<file path="src/rtl/mp_add_sequencer.sv">
// Multi-precision adder sequencer: streams WIDTH-bit words of A/B into an external adder core, LS word first.
// Latency: result valid WORDS cycles after the accept edge; the core sees one word per cycle.
// Backpressure: in_ready only in IDLE; the result is held in DONE until out_ready, and in_valid is ignored meanwhile.
//
// Ports:
//   clk, rst               - clock, synchronous active-high reset
//   in_valid/in_ready      - operand handshake carrying A, B, Cin
//   core_A/B/Cin           - word presented to the external adder core (zero when not running)
//   core_S/Cout            - combinational result of the external core
//   S, Cout, out_valid     - full-width result, handshake completed by out_ready
// Optional build macro MP_ADD_SEQ_OVF_EN adds output Ovf (signed overflow of the full add).
module mp_add_sequencer #(
    parameter int WIDTH = 32,
    parameter int WORDS = 4
) (
    input  logic                   clk,
    input  logic                   rst,
    input  logic                   in_valid,
    output logic                   in_ready,
    input  logic [WIDTH*WORDS-1:0] A,
    input  logic [WIDTH*WORDS-1:0] B,
    input  logic                   Cin,
    output logic [WIDTH-1:0]       core_A,
    output logic [WIDTH-1:0]       core_B,
    output logic                   core_Cin,
    input  logic [WIDTH-1:0]       core_S,
    input  logic                   core_Cout,
    output logic [WIDTH*WORDS-1:0] S,
    output logic                   Cout,
    output logic                   out_valid,
    input  logic                   out_ready
`ifdef MP_ADD_SEQ_OVF_EN
    ,
    output logic                   Ovf
`endif
);

    localparam int TOTAL = WIDTH * WORDS;
    // Word index needs at least one bit even for a single-word configuration.
    localparam int KW    = (WORDS > 1) ? $clog2(WORDS) : 1;

    localparam logic [1:0] ST_IDLE = 2'd0;
    localparam logic [1:0] ST_RUN  = 2'd1;
    localparam logic [1:0] ST_DONE = 2'd2;

    logic [1:0]       r_state;
    logic [KW-1:0]    r_k;
    logic             r_carry;
    logic [TOTAL-1:0] r_a;
    logic [TOTAL-1:0] r_b;
    logic [TOTAL-1:0] r_s;
    logic             r_cout;
    logic             r_out_valid;

    logic             w_run;
    logic             w_last;
    logic [31:0]      w_base;

    assign w_run  = (r_state == ST_RUN);
    assign w_last = (r_k == KW'(WORDS - 1));
    assign w_base = 32'(r_k) * 32'(WIDTH);

    // Core inputs are forced to zero outside RUN so the core does not toggle.
    assign core_A   = w_run ? r_a[w_base +: WIDTH] : '0;
    assign core_B   = w_run ? r_b[w_base +: WIDTH] : '0;
    assign core_Cin = w_run ? r_carry : 1'b0;

    assign in_ready  = (r_state == ST_IDLE);
    assign S         = r_s;
    assign Cout      = r_cout;
    assign out_valid = r_out_valid;

`ifdef MP_ADD_SEQ_OVF_EN
    logic r_ovf;
    assign Ovf = r_ovf;
`endif

    always_ff @(posedge clk) begin
        if (rst) begin
            r_state     <= ST_IDLE;
            r_k         <= '0;
            r_carry     <= 1'b0;
            r_a         <= '0;
            r_b         <= '0;
            r_s         <= '0;
            r_cout      <= 1'b0;
            r_out_valid <= 1'b0;
`ifdef MP_ADD_SEQ_OVF_EN
            r_ovf       <= 1'b0;
`endif
        end else begin
            case (r_state)
                ST_IDLE: begin
                    if (in_valid) begin
                        r_a     <= A;
                        r_b     <= B;
                        r_carry <= Cin;
                        r_k     <= '0;
                        r_state <= ST_RUN;
                    end
                end
                ST_RUN: begin
                    // One word of the result per cycle; the inter-word carry is registered.
                    r_s[w_base +: WIDTH] <= core_S;
                    r_carry              <= core_Cout;
                    if (w_last) begin
                        r_k         <= '0;
                        r_cout      <= core_Cout;
                        r_out_valid <= 1'b1;
                        r_state     <= ST_DONE;
`ifdef MP_ADD_SEQ_OVF_EN
                        // Same-sign operands producing a different-sign result overflow.
                        r_ovf       <= (r_a[TOTAL-1] == r_b[TOTAL-1]) &&
                                       (core_S[WIDTH-1] != r_a[TOTAL-1]);
`endif
                    end else begin
                        r_k <= r_k + KW'(1);
                    end
                end
                ST_DONE: begin
                    if (out_ready) begin
                        r_out_valid <= 1'b0;
                        r_state     <= ST_IDLE;
                    end
                end
                default: r_state <= ST_IDLE;
            endcase
        end
    end

endmodule

</file>
<file path="config.mk">
export PLATFORM = sky130hd
export DESIGN_NAME = mp_add_sequencer
export DESIGN_NICKNAME = d
export VERILOG_FILES = /design/src/rtl/mp_add_sequencer.sv
export SDC_FILE = /design/constraint.sdc
export NUM_CORES = 1
export LEC_CHECK = 0
export CORE_AREA = 2 2 190 192
export DETAILED_ROUTE_END_ITERATION = 8
export DIE_AREA = 0 0 192 194
export GPL_TIMING_DRIVEN = 0
export PLACE_DENSITY = 0.77
export SLEW_MARGIN = 25
export SYNTH_ARGS = -nofsm -noshare
export SYNTH_HDL_FRONTEND = slang
export SYNTH_SLANG_ARGS = --single-unit
</file>
<file path="constraint.sdc">
create_clock -name clk -period 2.7 [get_ports clk]
set_clock_uncertainty 0.1 [all_clocks]
set_input_delay 0.54 -clock clk [delete_from_list [all_inputs] [get_ports clk]]
set_output_delay 0.54 -clock clk [all_outputs]
set_load 0.005 [all_outputs]
</file>
==> results_dict.tcl <==
set metrics [dict create \
    cp_data_arrival_time_ps 2190 \
    max_slew_margin 0.5051 \
    crit_fanout 7 \
    r2r_setup_slack_ps 60 \
    routabilityCongestion 0.9308 \
    firstDrtPassIters 5 \
    r2r_start "r_k[0]" \
    synth_area_um2 15490 \
    overflow 0 \
    drv_slew 0 \
    floorplan.initialDensity 0.4396 \
    dr.first_iter.drc_count 1009 \
    synth_fp_nets 2045 \
    die_x_um 192 \
    ys_ff_latch 391 \
    setup_viol 38 \
    ir_drop_uv 487.5 \
    fin_crit_sh 1.047 \
    placed_area_um2 20950 \
    ctsHoldBuffers 0 \
    r2r_end "S[18]" \
    max_stage_delay_ps 520 \
    clk_latency_ps 530 \
    worst_slack_ps -126.4 \
    dp_slack_ps -423.4 \
    wl_per_cell_um 21.66 \
    outcome "finished with violations" \
    slowest_stage "mux4_2" \
    cts_buffer_depth 3 \
    reg2reg_depth 12 \
    final_common_cell "nand2_1" \
    synth_cell_type_count 35 \
    critPathCapture "core_B[21]" \
    rsz0062_at_grt "yes" \
    max_cap_violations 0 \
    p_per_area_nw_per_um2 602.3 \
    cts.sinks 391 \
    io_pins 490 \
    fmax_mhz 353.8 \
    crit_top_cell "buf_12" \
    synthCells 1745 \
    grt_max_degree 15 \
    fin_setup_tns_ps -2394 \
    layout_common_cells "nand2_1, clkdlybuf4s50_1, dfxtp_1" \
    cts_tree "done" \
    worstSetupPathType "reg2out" \
    rows 69 \
    routed_via_density 5.516 \
    syn2layout_area_growth_pct 50.67 \
    nets 2625 \
    core_area_um2 35220 \
    hold_path.class "reg2reg" \
    hold_ws_ps 348.9 \
    root_buffer "clkbuf_16" \
    die_area_um2 37250 \
    numCtsBuffers 42 \
    required_ps 2060 \
    layout_min_cycle_time_ps 2826 \
    failed_checks "negative setup slack" \
    die_h_um 194 \
    num_vias 15589 \
    grt_pass1_wl_mm 90.43 \
    ys.flop_type "dfxtp_1" \
    async_reset_ff_frac 0 \
    hpwl_mm 45.90 \
    crit_chain "buf_12 > buf_12 > buf_12 > buf_6 > mux4_2 > and2_1 > buf_2" \
    drc 0 \
    fill_cells 2850 \
    cts.clk_slew.worst_paths_ps 60 \
    crit_path_start "r_k[0]" \
    port_buffers 488 \
    worst_pin_slew_ps 742.4 \
    grt_util_all_layers 0.3183 \
    start_kind "flip-flop" \
    crit_path_end_kind "output pin" \
    design_area_um2 23330 \
    synth_edf_count 0 \
    leakage_nw 8.867 \
    finalHoldViolCount 0 \
    wl_mm 61.20 \
    antenna_found_initial 11 \
    syn_area_per_cell_um2 8.875 \
    htreeDepth 2 \
    grt_pass1_vias 15516 \
    seq_area_frac_synth 0.5055 \
    antenna_left 0 \
    drive_gt1_frac 0.1816 \
    synth_warnings 0 \
]
==> kinds of logic after synthesis <==
group | after synthesis | share of synthesized area
AOI/OAI and AO/OA | 394 | 0.1440
adders and majority gates | 6 | 0.004848
buffers and inverters | 154 | 0.05001
DFF | 391 | 0.5055
muxes | 66 | 0.09437
and+or+nand+nor | 734 | 0.2013
==> synthesized netlist by cell type, types with 3 or more instances <==
cell type | count | area share
ha_1 | 6 | 0.0048
buf_1 | 3 | 0.00073
nand2b_1 | 3 | 0.0012
buf_2 | 83 | 0.027
mux4_2 | 64 | 0.093
nand2_1 | 578 | 0.14
inv_1 | 3 | 0.00073
nand3_1 | 66 | 0.021
buf_4 | 11 | 0.0053
dfxtp_1 | 391 | 0.51
a21oi_1 | 325 | 0.11
nand3b_1 | 4 | 0.0019
clkbuf_1 | 50 | 0.012
a22o_1 | 63 | 0.036
and2_1 | 65 | 0.026
nor2_1 | 5 | 0.0012
==> power breakdown <==
part / internal (mW) / switching, mW / total, mW
Clock: 3.53 / 2.40 / 5.93
Sequential: 6.02 / 0.151 / 6.18
Combinational: 1.03 / 0.918 / 1.95
Total: 10.6 / 3.47 / 14.1
==> how the worst min path moves through the flow <==
stage          startpoint        to  slack [ps]  cells after the start
2_1_floorplan     r_a[64]   r_a[64]         330                      2
3_3_place_gp        S[53]     S[53]         340                      2
3_5_place_dp        S[47]     S[47]         340                      2
4_1_cts           r_a[71]   r_a[71]         350                      2
5_1_grt          r_b[107]  r_b[107]         370                      2
6_report            S[58]     S[58]         350                      2
==> state kept, by name (all words and copies together) (netlist names) <==
register   cells
r_carry        1
r_a          128
r_state        2
Cout           1
r_k            2
S            128
r_b          128
out_valid      1
==> stage by stage <==
stage	total power, mW	util	instances
2_1_floorplan	7.038	-	1745
3_3_place_gp	7.965	0.5947	2694
3_5_place_dp	8.006	0.5947	2694
4_1_cts	14.02	0.6588	2813
5_1_grt	14.46	0.6623	2824
6_report	14.05	0.6624	2826
==> final cells by class <==
| type | instances | area [um^2] | share of cell area |
|---|---|---|---|
| multi-input cells | 1200 | 7079 | 0.3034 |
| plain buffers | 149 | 869.6 | 0.03727 |
| clock inverters | 20 | 185.2 | 0.007936 |
| inverters | 3 | 11.26 | 0.0004826 |
| repair buffers | 538 | 5507 | 0.2360 |
| clock buffers | 56 | 1247 | 0.05346 |
| well taps | 461 | 576.8 | 0.02472 |
| flip-flops and latches | 391 | 7838 | 0.3359 |
| diodes | 8 | 20.02 | 0.0008580 |
==> critical path: cells and delay by family (launching register included) <==
family | cells | cell delay [ps]
buffers and inverters | 5 | 610
DFF | 1 | 360
muxes | 1 | 520
and+or+nand+nor | 1 | 160
==> routing by layer <==
layer / share of wire / global-route usage / vias up
met1: 0.37 / 0.3735 / 7543
li1: - / - / 7094
met2: 0.49 / 0.5557 / 778
met3: 0.088 / 0.07077 / 166
met4: 0.043 / 0.1366 / 8
met5: 0.00090 / 0 / -
==> timing repair <==
| action | in CTS | in global routing |
|---|---|---|
| pin swaps | 24 | 4 |
| gates resized for setup | 406 | 53 |
| cloned | 5 | 1 |
| buffers inserted | 38 | 10 |
| hold endpoints to repair | 0 | 0 |
| endpoints found under the setup margin | 193 | 138 |
(Power assumes the default switching activity.)
